### src/rtl/axis_adc_decimator_pkg.sv
// Shared helpers for the ADC boxcar decimator: status widths and saturating counter step.
package axis_adc_decimator_pkg;

  localparam int unsigned StsDropsWidth = 32;

  function automatic logic [StsDropsWidth-1:0] sat_inc(input logic [StsDropsWidth-1:0] v);
    return (v == '1) ? v : v + StsDropsWidth'(1);
  endfunction

endpackage

### src/rtl/axis_adc_decimator_outreg.sv
// One-deep AXI4-Stream output register. A result arriving while the register is full
// and not draining is dropped and counted.
module axis_adc_decimator_outreg
  import axis_adc_decimator_pkg::*;
#(
  parameter int unsigned ACC_WIDTH = 32
) (
  input  logic                     aclk,
  input  logic                     areset,
  input  logic                     res_valid,
  input  logic [ACC_WIDTH-1:0]     res_data,
  output logic [ACC_WIDTH-1:0]     m_axis_tdata,
  output logic                     m_axis_tvalid,
  input  logic                     m_axis_tready,
  output logic                     sts_overrun,
  output logic [StsDropsWidth-1:0] sts_drops
);

  logic [ACC_WIDTH-1:0]     tdata_q, tdata_d;
  logic                     tvalid_q, tvalid_d;
  logic                     overrun_q, overrun_d;
  logic [StsDropsWidth-1:0] drops_q, drops_d;
  logic                     pop;

  always_comb begin
    tdata_d   = tdata_q;
    tvalid_d  = tvalid_q;
    overrun_d = overrun_q;
    drops_d   = drops_q;
    pop       = tvalid_q && m_axis_tready;
    if (res_valid) begin
      if (!tvalid_q || pop) begin
        tdata_d  = res_data;
        tvalid_d = 1'b1;
      end else begin
        // Held beat must stay stable on the bus, so the new result is the one lost.
        overrun_d = 1'b1;
        drops_d   = sat_inc(drops_q);
      end
    end else if (pop) begin
      tvalid_d = 1'b0;
    end
  end

  always_ff @(posedge aclk) begin
    if (areset) begin
      tdata_q   <= '0;
      tvalid_q  <= 1'b0;
      overrun_q <= 1'b0;
      drops_q   <= '0;
    end else begin
      tdata_q   <= tdata_d;
      tvalid_q  <= tvalid_d;
      overrun_q <= overrun_d;
      drops_q   <= drops_d;
    end
  end

  assign m_axis_tdata  = tdata_q;
  assign m_axis_tvalid = tvalid_q;
  assign sts_overrun   = overrun_q;
  assign sts_drops     = drops_q;

endmodule

### src/rtl/axis_adc_decimator.sv
// Boxcar decimator for the free-running ADC stream: sums R samples, shifts, and offers
// each block result to a one-deep AXI4-Stream output that drops on overrun.
module axis_adc_decimator
  import axis_adc_decimator_pkg::*;
#(
  parameter int unsigned AXIS_TDATA_WIDTH = 16,
  parameter int unsigned ACC_WIDTH        = 32,
  parameter int unsigned CNTR_WIDTH       = 16
) (
  input  logic                        aclk,
  input  logic                        areset,
  input  logic [CNTR_WIDTH-1:0]       cfg_ratio,
  input  logic [4:0]                  cfg_shift,
  input  logic [AXIS_TDATA_WIDTH-1:0] s_axis_tdata,
  input  logic                        s_axis_tvalid,
  output logic [ACC_WIDTH-1:0]        m_axis_tdata,
  output logic                        m_axis_tvalid,
  input  logic                        m_axis_tready,
  output logic                        sts_overrun,
  output logic [StsDropsWidth-1:0]    sts_drops
);

  logic [CNTR_WIDTH-1:0] cnt_q, cnt_d;
  logic [CNTR_WIDTH-1:0] r_lat_q, r_cfg, r_eff;
  logic [4:0]            s_lat_q, s_eff;
  logic [ACC_WIDTH-1:0]  acc_q, acc_d;
  logic [ACC_WIDTH-1:0]  sample_ext, sum, res_data;
  logic                  start_q;
  logic                  frame_end;

  // Config is sampled only in the first cycle of a frame, so it also steers that cycle.
  always_comb begin
    r_cfg      = (cfg_ratio == '0) ? CNTR_WIDTH'(1) : cfg_ratio;
    r_eff      = start_q ? r_cfg : r_lat_q;
    s_eff      = start_q ? cfg_shift : s_lat_q;
    sample_ext = {{(ACC_WIDTH - AXIS_TDATA_WIDTH){s_axis_tdata[AXIS_TDATA_WIDTH-1]}},
                  s_axis_tdata};
    sum        = acc_q + sample_ext;
    res_data   = $signed(sum) >>> s_eff;
    frame_end  = s_axis_tvalid && (cnt_q == r_eff - CNTR_WIDTH'(1));
    cnt_d      = cnt_q;
    acc_d      = acc_q;
    if (frame_end) begin
      cnt_d = '0;
      acc_d = '0;
    end else if (s_axis_tvalid) begin
      cnt_d = cnt_q + CNTR_WIDTH'(1);
      acc_d = sum;
    end
  end

  always_ff @(posedge aclk) begin
    if (areset) begin
      cnt_q   <= '0;
      acc_q   <= '0;
      r_lat_q <= r_cfg;
      s_lat_q <= cfg_shift;
      start_q <= 1'b1;
    end else begin
      cnt_q   <= cnt_d;
      acc_q   <= acc_d;
      start_q <= frame_end;
      if (start_q) begin
        r_lat_q <= r_cfg;
        s_lat_q <= cfg_shift;
      end
    end
  end

  axis_adc_decimator_outreg #(
    .ACC_WIDTH(ACC_WIDTH)
  ) u_outreg (
    .aclk          (aclk),
    .areset        (areset),
    .res_valid     (frame_end),
    .res_data      (res_data),
    .m_axis_tdata  (m_axis_tdata),
    .m_axis_tvalid (m_axis_tvalid),
    .m_axis_tready (m_axis_tready),
    .sts_overrun   (sts_overrun),
    .sts_drops     (sts_drops)
  );

endmodule

### config.mk
export PLATFORM = sky130hd
export DESIGN_NAME = axis_adc_decimator
export DESIGN_NICKNAME = d
export VERILOG_FILES = /design/src/rtl/axis_adc_decimator_pkg.sv /design/src/rtl/axis_adc_decimator_outreg.sv /design/src/rtl/axis_adc_decimator.sv
export SDC_FILE = /design/constraint.sdc
export NUM_CORES = 1
export LEC_CHECK = 0
export ABC_AREA = 1
export CAP_MARGIN = 20
export CORE_MARGIN = 2
export CORE_UTILIZATION = 45
export DETAILED_ROUTE_END_ITERATION = 7
export GPL_TIMING_DRIVEN = 0
export PLACE_DENSITY = 0.65
export SETUP_SLACK_MARGIN = 0.3
export SYNTH_ARGS = -nofsm -noshare
export SYNTH_HDL_FRONTEND = slang
export SYNTH_SLANG_ARGS = --single-unit
### constraint.sdc
create_clock -name aclk -period 5.5 [get_ports aclk]
set_input_delay 1.65 -clock aclk [delete_from_list [all_inputs] [get_ports aclk]]
set_output_delay 1.65 -clock aclk [all_outputs]
set_load 0.05 [all_outputs]
# After elaboration in Yosys (flattened, before gate mapping)
# Index checks and enable logic that the tools add are counted.
# op_classes
mul	0
n_div	0
n_bitwise	2
n_eq_ne	3
addsub	4
reduce_logical	11
shift	1
n_lt_le_gt_ge	0
mux	8
# ops
operator	n
$mux 16	3
$add 32x1->32 const B	1
$add 32x32->32	1
$eq 32x32->1 const B	1
$sshr 32x5->32	1
$add 16x1->16 const B	1
$eq 16x16->1	1
$logic_not 16->1	1
$sub 16x1->16 const B	1
$mux 5	2
$reduce_and 2->1	3
$mux 1	3
$reduce_and 3->1	1
$logic_and 1x1->1	2
$ne 2x1->1 const B	1
$not 1->1	2
$reduce_bool 2->1	1
$reduce_or 2->1	1
$logic_not 1->1	1
$logic_or 1x1->1	1
# totals
inputBits	41
n_memories	0
latchBits	0
reg_bits	136
mem_bits_rw	0
rom_bits	0

# Depth between registers and ports, before layout
# Gate-level depths: netlist (run 1).
# logic_depth
word_depth	8
ltp_mapped	23

# Cells and area by module
# A second synthesis (run 1) with hierarchy kept.
# unflattened
cells_unflattened	1899
hier_area_um2	11059.4
# modules_own_cells
module	n_inst	area_each_um2	cells_per_inst	seq_area_each_um2
axis_adc_decimator	1	7713.6	1412	1401.3
axis_adc_decimator_outreg	1	3345.7	487	1321.3

# Least setup slack after synthesis (run 1)
# OpenSTA, ideal clock, no wires.
# synth_path
kind	input -> register
from	input port cfg_ratio[12]
to	register u_outreg.drops_q[23], in the netlist u_outreg.sts_drops[23]
setup_time_ns	0.132
t_arrival_ns	3.907
cell_stages	22
n_path_buf	2
path_slack_ns	1.461
path_cell_list	nor2_1 -> nand3_1 -> nor2_1 -> nand2_1 -> nand3_1 -> nand2_1 -> buf_2 -> ha_1 -> nand3_2 -> inv_2 -> nand3_1 -> a21o_1 -> nand2_1 -> nor2_2 -> inv_2 -> nor2_1 -> nand2_1 -> nor2_4 -> nand3_4 -> buf_6 -> nand2_1 -> a21oi_1
# synth_via
elab_chain_len	7
# synth_lines
item	line	source
start: declaration	axis_adc_decimator.sv:12	input logic [CNTR_WIDTH-1:0] cfg_ratio,
$logic_not 16->1	axis_adc_decimator.sv:33	r_cfg = (cfg_ratio == '0) ? CNTR_WIDTH'(1) : cfg_ratio;
$mux 16 (*)	axis_adc_decimator.sv:33	
$mux 16 (*)	--	
$sub 16x1->16 (*)	axis_adc_decimator.sv:40	frame_end = s_axis_tvalid && (cnt_q == r_eff - CNTR_WIDTH'(1));
$eq 16x16->1 (*)	axis_adc_decimator.sv:40	
$logic_and 1x1->1 (*)	axis_adc_decimator.sv:40	
$reduce_and 3->1 (no source line) (*)	--	
end signal: assignment	axis_adc_decimator_outreg.sv:55	drops_q <= drops_d;
end: declaration	axis_adc_decimator_outreg.sv:22	logic [StsDropsWidth-1:0] drops_q, drops_d;
# Mark *: on every way between the ends. The rest lies on a longest branch, timed or not.
# A chain may end at the register's enable or synchronous reset.

# Worst setup path after layout (run 1)
# layout_path
from	input port cfg_ratio[9]
to	register acc_q[27]
# layout_via
elab_chain_len	7
# layout_lines
item	line	source
$logic_not 16->1	axis_adc_decimator.sv:33	
$mux 16 (*)	axis_adc_decimator.sv:33	
$mux 16 (*)	--	
$sub 16x1->16 (*)	axis_adc_decimator.sv:40	
$eq 16x16->1 (*)	axis_adc_decimator.sv:40	
$logic_and 1x1->1 (*)	axis_adc_decimator.sv:40	
$reduce_or 2->1 (no source line) (*)	--	
end signal: assignment	axis_adc_decimator.sv:55	acc_q <= '0;
end signal: assignment	axis_adc_decimator.sv:61	acc_q <= acc_d;
end: declaration	axis_adc_decimator.sv:26	logic [ACC_WIDTH-1:0] acc_q, acc_d;
# Marked as above.

==> qor.yml, run 1 <==
logic_synthesis:
  synth.yosys.seq_area_share_pct: 24.2
  synth_compound_gate_area_share_pct: 8.37
  synth_top_cell_area_share_pct: 24.2
  synthesis.instances: 1954
  synth_top_family_by_area: "simple AND/OR/NAND/NOR gates"
  synth-adder-area-share_pct: 3.96
  post_synth_and_or_nand_nor_area_fraction_pct: 46.5
  postSynthRegisterBits: 136
  synth.cell_area_mm2: 0.0112
  post-synth-top-area-cell: "sky130_fd_sc_hd__dfxtp_1"
  synth.top_cells.by_area: "sky130_fd_sc_hd__dfxtp_1 24%, sky130_fd_sc_hd__nand2_1 21%, sky130_fd_sc_hd__nand3_1 13%"
  avgSynthCellArea_um2: 5.75
  syn-num-nets: 2030
  synth_warnings: 0
  netlist-cell-type-count: 42
  synth_mux_area_share_pct: 0
  synthXorXnorAreaFrac_pct: 4.60
global_routing:
  grt_remaining_overflow: 0
  grt_first_pass_wirelength_mm: 62.3
  globalRouteTotalUtil_pct: 30.0
  grt_start_max_net_pins: 18
  antenna_found_initial: 0
  first_global_vias: 12000
setup_path:
  worst-endpoint-arrival_ns: 5.26
  worst-path-max-fanout: 10
  critical_path.endpoint_type: "flip-flop"
  critical_path_class: "in -> reg"
  critical_path_required_ns: 5.83
  timing.critical_path.from_type: "input pin"
run:
  drv_cap: 0
timing:
  holdWs_ns: 0.462
  worstMarginPinSlew_ns: 0.909
  timing.max_slew.rel_slack_pct: 39.3
  fin_skew_ns: 0.0108
  fin_crit_ns: 4.94
  setup_violations: 0
  fmax_mhz: 202
  timing.final.crit_share_pct: 89.8
  maxSlewViolCount: 0
  setup-tns-final_ns: 0
  unrepaired_setup_endpoints_after_global_routing: "no"
  hold_viol: 0
floorplan:
  number_of_primary_i_o_pins: 107
  die_area_mm2: 0.0263
  width_of_the_die_um: 162
  initial_utilization_pct: 46.1
  coreArea_mm2: 0.0244
  rows: 57
  fp.dieH_um: 162
layout:
  drive_gt1_share_pct: 3.78
  post-route-util_pct: 54.6
  count_of_inserted_antenna_diode_cells: 0
  seqCellArea_mm2: 0.00272
  multi_input_comb_area_mm2: 0.00714
  flow.area_growth_from_synthesis_pct: 18.4
  num-nets-final: 2154
  final.fill_count: 2671
power:
  vdd_ir_drop_max_uv: 188
  pwr-share-comb_pct: 32.6
  power_density_mw_per_mm2: 254
  internal-power_mw: 2.09
  power_switching_mw: 1.29
  cellLeakagePower_nw: 6.23
  clock_power_share_pct: 36.3
  power.switching_fraction_pct: 38.1
  power.sequential.fraction_pct: 31.1
clock_tree:
  clock_path_buffers: 2
  ctsHoldBuffers: 0
  clock_sink_count: 136
  root_buffer: "sky130_fd_sc_hd__clkbuf_16"
  tritoncts: "done"
  clk_transition_reported_paths_ns: 0.06
  number_of_buffers_created_by_cts: 17
  clk_latency_worst_skew_pair_ns: 0.44
  clock_tree.htree_level_count: 4
  post_cts_buffers: 0
drt:
  drcViolationCount: 0
  routed_via_density: 5.33
  totalWireLength_mm: 39.3
  wire_per_inst_um: 16.3
  detailroute.via_count: 12900
  drt_pre_antenna_iters: 6
  initialDrtViolationCount: 1188
  ant_nets: 0
placed_design:
  dp_hpwl_mm: 31.4
  final_gp_congestion: 0.970
  portbufs: 105
run_status:
  run_status: "completed"
hold_path:
  hold_path.class: "reg -> reg"
==> repair_timing <==
item | 4_1_cts | 5_1_grt
setup endpoints to repair | 0 | 38
hold endpoints to repair | 0 | 0
gates resized for setup | 0 | 5
==> synth_stat cells <==
master / instances
sky130_fd_sc_hd__o211ai_1: 2
sky130_fd_sc_hd__nand2_2: 1
sky130_fd_sc_hd__nand2_1: 619
sky130_fd_sc_hd__inv_1: 261
sky130_fd_sc_hd__o21a_1: 1
sky130_fd_sc_hd__o21ai_2: 1
sky130_fd_sc_hd__nor3b_1: 2
sky130_fd_sc_hd__nand3_4: 1
sky130_fd_sc_hd__ha_1: 34
sky130_fd_sc_hd__and2_1: 9
sky130_fd_sc_hd__nand2_4: 1
sky130_fd_sc_hd__xnor2_1: 12
sky130_fd_sc_hd__inv_2: 3
sky130_fd_sc_hd__or2_2: 6
sky130_fd_sc_hd__a21oi_1: 116
sky130_fd_sc_hd__nor3_1: 27
sky130_fd_sc_hd__nand4_1: 56
sky130_fd_sc_hd__nor2_1: 164
sky130_fd_sc_hd__nand3_2: 1
sky130_fd_sc_hd__o21bai_1: 3
sky130_fd_sc_hd__nor2_4: 3
sky130_fd_sc_hd__a211oi_1: 5
sky130_fd_sc_hd__a31oi_1: 3
sky130_fd_sc_hd__clkinv_1: 1
sky130_fd_sc_hd__and2_2: 1
sky130_fd_sc_hd__o22ai_1: 2
sky130_fd_sc_hd__o21ai_1: 13
sky130_fd_sc_hd__nand3_1: 292
sky130_fd_sc_hd__dfxtp_1: 136
sky130_fd_sc_hd__buf_4: 2
sky130_fd_sc_hd__nor2_2: 1
sky130_fd_sc_hd__xor2_1: 47
sky130_fd_sc_hd__clkbuf_1: 44
sky130_fd_sc_hd__buf_6: 12
sky130_fd_sc_hd__nor4_1: 12
sky130_fd_sc_hd__buf_1: 6
sky130_fd_sc_hd__o31ai_1: 1
sky130_fd_sc_hd__buf_2: 12
sky130_fd_sc_hd__fa_1: 1
sky130_fd_sc_hd__nand3b_1: 8
sky130_fd_sc_hd__a21o_1: 2
sky130_fd_sc_hd__o21ai_0: 30
==> power groups by stage <==
stage	Sequential (mW)	Clock [mW]	Combinational [mW]
after floorplan	1.07	0	0.772
after global placement	1.07	0	1.06
after detailed placement	1.07	0	1.07
after CTS	1.05	1.24	1.08
after global routing	1.06	1.29	1.23
final	1.05	1.23	1.10
==> worst paths after layout <==
check	cells after the start	slack [ns]	from	endpoint
max	23	0.56	cfg_ratio[9]	acc_q[27]
min	2	0.46	cnt_q[6]	cnt_q[6]
max reg2reg	20	1.73	start_q	acc_q[27]
min reg2reg	2	0.46	cnt_q[6]	cnt_q[6]
==> state kept, by name, summed over array words and instances, names as in the netlist <==
signal / count
u_outreg.sts_drops: 32
start_q: 1
u_outreg.sts_overrun: 1
r_lat_q: 16
cnt_q: 16
u_outreg.m_axis_tdata: 32
acc_q: 32
s_lat_q: 5
u_outreg.m_axis_tvalid: 1
==> through the flow <==
stage / cell area (µm²) / total power, mW / cells / setup WS [ns]
CTS: 13300 / 3.37 / 2414 / 0.447
detailed placement: 12700 / 2.14 / 2383 / 0.0265
floorplan: 11200 / 1.84 / 1954 / 1.46
finish: 13300 / 3.38 / 2414 / 0.561
global placement: 12700 / 2.14 / 2383 / 0.0147
global route: 13300 / 3.57 / 2414 / 0.283
==> routing by layer <==
| layer | part of all wire [%] | GRT usage [%] | up-vias |
|---|---|---|---|
| met3 | 7.1 | 5.29 | 65 |
| met5 | 0 | 0 | - |
| met4 | 2.1 | 8.09 | 0 |
| met1 | 45 | 39.7 | 5835 |
| li1 | - | - | 6536 |
| met2 | 46 | 50.3 | 429 |
==> critical path, cell delays in order <==
cell                              delay [ns]
sky130_fd_sc_hd__clkdlybuf4s50_1        0.52
sky130_fd_sc_hd__nor2_1                 0.06
sky130_fd_sc_hd__nand3_1                0.07
sky130_fd_sc_hd__nor2_1                 0.05
sky130_fd_sc_hd__nand2_1                0.07
sky130_fd_sc_hd__nand3_1                0.17
sky130_fd_sc_hd__nand2_1                0.17
sky130_fd_sc_hd__clkbuf_4               0.22
sky130_fd_sc_hd__ha_1                   0.22
sky130_fd_sc_hd__nand3_2                0.16
sky130_fd_sc_hd__inv_2                  0.17
sky130_fd_sc_hd__nand3_1                0.17
sky130_fd_sc_hd__nand3b_1               0.21
sky130_fd_sc_hd__nand2_1                0.14
sky130_fd_sc_hd__nand2_1                0.07
sky130_fd_sc_hd__nor2_1                 0.16
sky130_fd_sc_hd__inv_1                  0.08
sky130_fd_sc_hd__nor2_2                 0.16
sky130_fd_sc_hd__nand2_2                0.14
sky130_fd_sc_hd__nand2_2                0.14
sky130_fd_sc_hd__buf_4                  0.24
sky130_fd_sc_hd__buf_6                  0.17
sky130_fd_sc_hd__a21oi_1                0.05
==> cell type report <==
class | count | area share, %
buffer | 76 | 3.01
inverter | 265 | 7.47
sequential | 136 | 20.5
clock inverter | 14 | 1.31
multi-input combinational | 1477 | 53.6
tap | 324 | 3.05
timing repair buffer | 105 | 7.91
clock buffer | 17 | 3.20
==> cell usage in the layout, fill, tap and decap left out, types with 5 or more instances in the layout <==
cell | synthesis | layout
sky130_fd_sc_hd__nand2_1 | 619 | 618
sky130_fd_sc_hd__nand3_1 | 292 | 292
sky130_fd_sc_hd__inv_1 | 261 | 261
sky130_fd_sc_hd__nor2_1 | 164 | 163
sky130_fd_sc_hd__dfxtp_1 | 136 | 136
sky130_fd_sc_hd__a21oi_1 | 116 | 116
sky130_fd_sc_hd__clkdlybuf4s50_1 | 0 | 104
sky130_fd_sc_hd__nand4_1 | 56 | 56
sky130_fd_sc_hd__xor2_1 | 47 | 47
sky130_fd_sc_hd__clkbuf_1 | 44 | 44
sky130_fd_sc_hd__ha_1 | 34 | 34
sky130_fd_sc_hd__o21ai_0 | 30 | 30
sky130_fd_sc_hd__nor3_1 | 27 | 26
sky130_fd_sc_hd__clkbuf_16 | 0 | 17
sky130_fd_sc_hd__o21ai_1 | 13 | 13
sky130_fd_sc_hd__buf_6 | 12 | 12
sky130_fd_sc_hd__xnor2_1 | 12 | 12
sky130_fd_sc_hd__nor4_1 | 12 | 12
sky130_fd_sc_hd__buf_2 | 12 | 11
sky130_fd_sc_hd__and2_1 | 9 | 9
sky130_fd_sc_hd__nand3b_1 | 8 | 8
sky130_fd_sc_hd__or2_2 | 6 | 6
sky130_fd_sc_hd__buf_1 | 6 | 6
sky130_fd_sc_hd__a211oi_1 | 5 | 5
==> kinds of logic after synthesis <==
family	after synthesis
xor+xnor	59
buf+inv	341
simple gates	1204
compound gates	179
flops	136
fa+ha+maj	35
No activity file was read; power rests on OpenSTA's default activity.
==> run 2: changes to the inputs <==
--- a/config.mk
+++ b/config.mk
@@ -9,6 +9,7 @@
 export CAP_MARGIN = 20
 export CORE_MARGIN = 2
 export CORE_UTILIZATION = 45
+export CTS_CLUSTER_SIZE = 30
 export DETAILED_ROUTE_END_ITERATION = 7
 export GPL_TIMING_DRIVEN = 0
 export PLACE_DENSITY = 0.65
==> results of run 2 <==
Same layout as run 1: the final DEF is identical, and so are final timing and power.
==> run 3: changes to the inputs <==
--- a/config.mk
+++ b/config.mk
@@ -11,7 +11,7 @@
 export CORE_UTILIZATION = 45
 export CTS_CLUSTER_SIZE = 30
 export DETAILED_ROUTE_END_ITERATION = 7
-export GPL_TIMING_DRIVEN = 0
+export GPL_TIMING_DRIVEN = 1
 export PLACE_DENSITY = 0.65
 export SETUP_SLACK_MARGIN = 0.3
 export SYNTH_ARGS = -nofsm -noshare
==> run 3 against run 2 <==
Sequential share of layout area increased by 0.33 points. Highest routed layer unchanged. Critical path type unchanged. Sequential power about the same. Worst hold slack improved by 0.0033 ns. Critical endpoint is now u_outreg.sts_drops[22]. Critical path depth decreased by 2.
==> qor.yml, run 3 (same netlist as run 1, synthesis figures left out) <==
run_status:
  run_status: "completed"  # unchanged
clock_tree:
  number_of_buffers_created_by_cts: 17  # unchanged
  clk_latency_worst_skew_pair_ns: 0.44  # about the same
  clock_sink_count: 136  # unchanged
  tritoncts: "done"  # unchanged
  post_cts_buffers: 0  # unchanged
  root_buffer: "sky130_fd_sc_hd__clkbuf_16"  # unchanged
  clock_tree.htree_level_count: 4  # unchanged
  clk_transition_reported_paths_ns: 0.07  # was 0.06 ns
  clock_path_buffers: 2  # unchanged
layout:
  count_of_inserted_antenna_diode_cells: 0  # unchanged
  drive_gt1_share_pct: 3.68  # was 3.78%
  layout.cells.most_common_list: "619 x sky130_fd_sc_hd__nand2_1, 292 x sky130_fd_sc_hd__nand3_1, 261 x sky130_fd_sc_hd__inv_1"  # was 618 x sky130_fd_sc_hd__nand2_1, 292 x sky130_fd_sc_hd__nand3_1, 261 x sky130_fd_sc_hd__inv_1
  flow.area_growth_from_synthesis_pct: 16.5  # was 18.4%
  final_design_area_no_fill_mm2: 0.0131  # was 0.0133 mm²
  num-nets-final: 2099  # was 2154
  post_layout_nonfiller_instances: 2360  # was 2414
  post-route-util_pct: 53.7  # was 54.6%
  mostFrequentLayoutCell: "sky130_fd_sc_hd__nand2_1"  # unchanged
floorplan:
  width_of_the_die_um: 162  # unchanged
  die_area_mm2: 0.0263  # unchanged
  initial_utilization_pct: 46.1  # unchanged
  rows: 57  # unchanged
  number_of_primary_i_o_pins: 107  # unchanged
  coreArea_mm2: 0.0244  # unchanged
  fp.dieH_um: 162  # unchanged
timing:
  hold_viol: 0  # unchanged
  fin_skew_ns: 0.0219  # was 0.0108 ns
  fin_crit_ns: 4.83  # was 4.94 ns
  timing.final.crit_share_pct: 87.8  # was 89.8%
  fmax_mhz: 207  # was 202 MHz
  finalWorstSetupSlack_ns: 0.671  # was 0.561 ns
  unrepaired_setup_endpoints_after_global_routing: "yes"  # was no
  timing.max_slew.rel_slack_pct: 38.5  # was 39.3%
  setup-tns-final_ns: 0  # unchanged
  holdWs_ns: 0.465  # was 0.462 ns
  worstMarginPinSlew_ns: 0.922  # was 0.909 ns
  setup_violations: 0  # unchanged
  maxSlewViolCount: 0  # unchanged
global_routing:
  grt_start_max_net_pins: 79  # was 18
  grt_remaining_overflow: 0  # unchanged
  globalRouteTotalUtil_pct: 26.8  # was 30.0%
  first_global_vias: 11600  # was 12000
  grt_first_pass_wirelength_mm: 57.1  # was 62.3 mm
  antenna_found_initial: 0  # unchanged
drt:
  routed_via_density: 5.30  # was 5.33
  totalWireLength_mm: 35.3  # was 39.3 mm
  wire_per_inst_um: 15.0  # was 16.3 µm
  route.met2.wl_mm: 16.6  # was 18.1 mm
  detailroute.via_count: 12500  # was 12900
  met3RoutedLength_mm: 2.03  # was 2.80 mm
  m1WireLength_mm: 15.8  # was 17.6 mm
  drt_pre_antenna_iters: 6  # unchanged
  route.top_layer_used: "met4"  # unchanged
  initialDrtViolationCount: 1088  # was 1188
  drcViolationCount: 0  # unchanged
  ant_nets: 0  # unchanged
hold_path:
  worst_hold_startpoint: "acc_q[8]"  # was cnt_q[6]
  worstHoldPathCells: 2  # unchanged
  hold_path.class: "reg -> reg"  # unchanged
setup_path:
  slowest_stage: "sky130_fd_sc_hd__clkdlybuf4s50_1"  # unchanged
  worst-endpoint-arrival_ns: 5.10  # was 5.26 ns
  r2r_start: "start_q"  # unchanged
  crit_start: "cfg_ratio[12]"  # was cfg_ratio[9]
  worst-path-max-fanout: 32  # was 10
  r2r.worst_path.cells: 17  # was 20
  worst_path_largest_cell_delay_ns: 0.49  # was 0.52 ns
  timing.critical_path.from_type: "input pin"  # unchanged
  critical_path_class: "in -> reg"  # unchanged
  worst_path_most_repeated_cell: "sky130_fd_sc_hd__nand2_1"  # unchanged
  critical_path.endpoint_type: "flip-flop"  # unchanged
  critical_path_required_ns: 5.77  # was 5.83 ns
  crit_path_cell_trace: "clkdlybuf4s50_1 > nor2_1 > nand3_1 > nor2_1 > nand2_1 > nand3_1 > nand2_1 > ha_1 > nand3_2 > inv_2 > nand3_1 > nand3_1 > nand2_1 > nor2_2 > inv_2 > nor2_1 > nand2_1 > nor2_4 > nand3_4 > nand2_1 > a21oi_1"  # was clkdlybuf4s50_1 > nor2_1 > nand3_1 > nor2_1 > nand2_1 > nand3_1 > nand2_1 > clkbuf_4 > ha_1 > nand3_2 > inv_2 > nand3_1 > nand3b_1 > nand2_1 > nand2_1 > nor2_1 > inv_1 > nor2_2 > nand2_2 > nand2_2 > buf_4 > buf_6 > a21oi_1
placed_design:
  final_gp_congestion: 0.947  # was 0.970
  post-place-ws_ns: 0.211  # was 0.0265 ns
  portbufs: 106  # was 105
  place_inst: 2325  # was 2383
  dpl_cell_area_mm2: 0.0125  # was 0.0127 mm²
  dp_hpwl_mm: 27.1  # was 31.4 mm
run:
  drv_cap: 0  # unchanged
power:
  vdd_ir_drop_max_uv: 152  # was 188 µV
  power_density_mw_per_mm2: 250  # was 254 mW/mm²
  cellLeakagePower_nw: 6.15  # was 6.23 nW
  fin_total_pwr_mw: 3.27  # was 3.38 mW
[run 3: cell types whose count changed in the layout (fill, tap and decap cells not counted), sizes merged]
cell and delta:
clkbuf -41, buf -9, bufinv -2, clkinvlp -2
inv +2, clkinv -1, dlymetal6s2s -1
[run 3: power breakdown]
| part | switching [mW] | internal, mW | leakage, nW |
|---|---|---|---|
| registers | 0.0232 | 1.03 | 1.11 |
| clock network | 0.506 | 0.645 | 0.275 |
| logic | 0.718 | 0.347 | 4.77 |
[run 3: final cells by class]
cell class	instances	area, µm²
clock buffers	21	450
clock inverters	11	115
fillers	2579	11300
inverters	265	995
multi-input cells	1477	7140
flip-flops and latches	136	2720
well taps	324	405
repair buffers	126	1270
[run 3: worst paths after layout]
path,endpoint,slack [ns]
worst max-delay path,u_outreg.sts_drops[22],0.67
worst min-delay path,acc_q[8],0.47
worst max register to register,u_outreg.sts_drops[22],1.70
worst min register to register,acc_q[8],0.47
[run 3: timing repair]
| item | CTS | global route |
|---|---|---|
| gates resized for setup | 0 | 0 |
| hold buffers | 0 | 0 |
| endpoints found under the setup margin | 0 | 2 |
[run 3: worst max-delay path: cells and delay by family]
kind | cells | cell delay, ns
AO/OA/AOI/OAI | 1 | 0.07
adder cells (fa/ha/maj) | 1 | 0.22
buffers and inverters | 3 | 0.67
AND/OR/NAND/NOR | 16 | 2.47
[run 3: routing by layer]
layer  global-route usage (%)  vias up
met3                     3.63       66
met1                     35.2     5626
met5                        0        -
li1                         -     6435
met4                     8.37        0
met2                     45.8      382
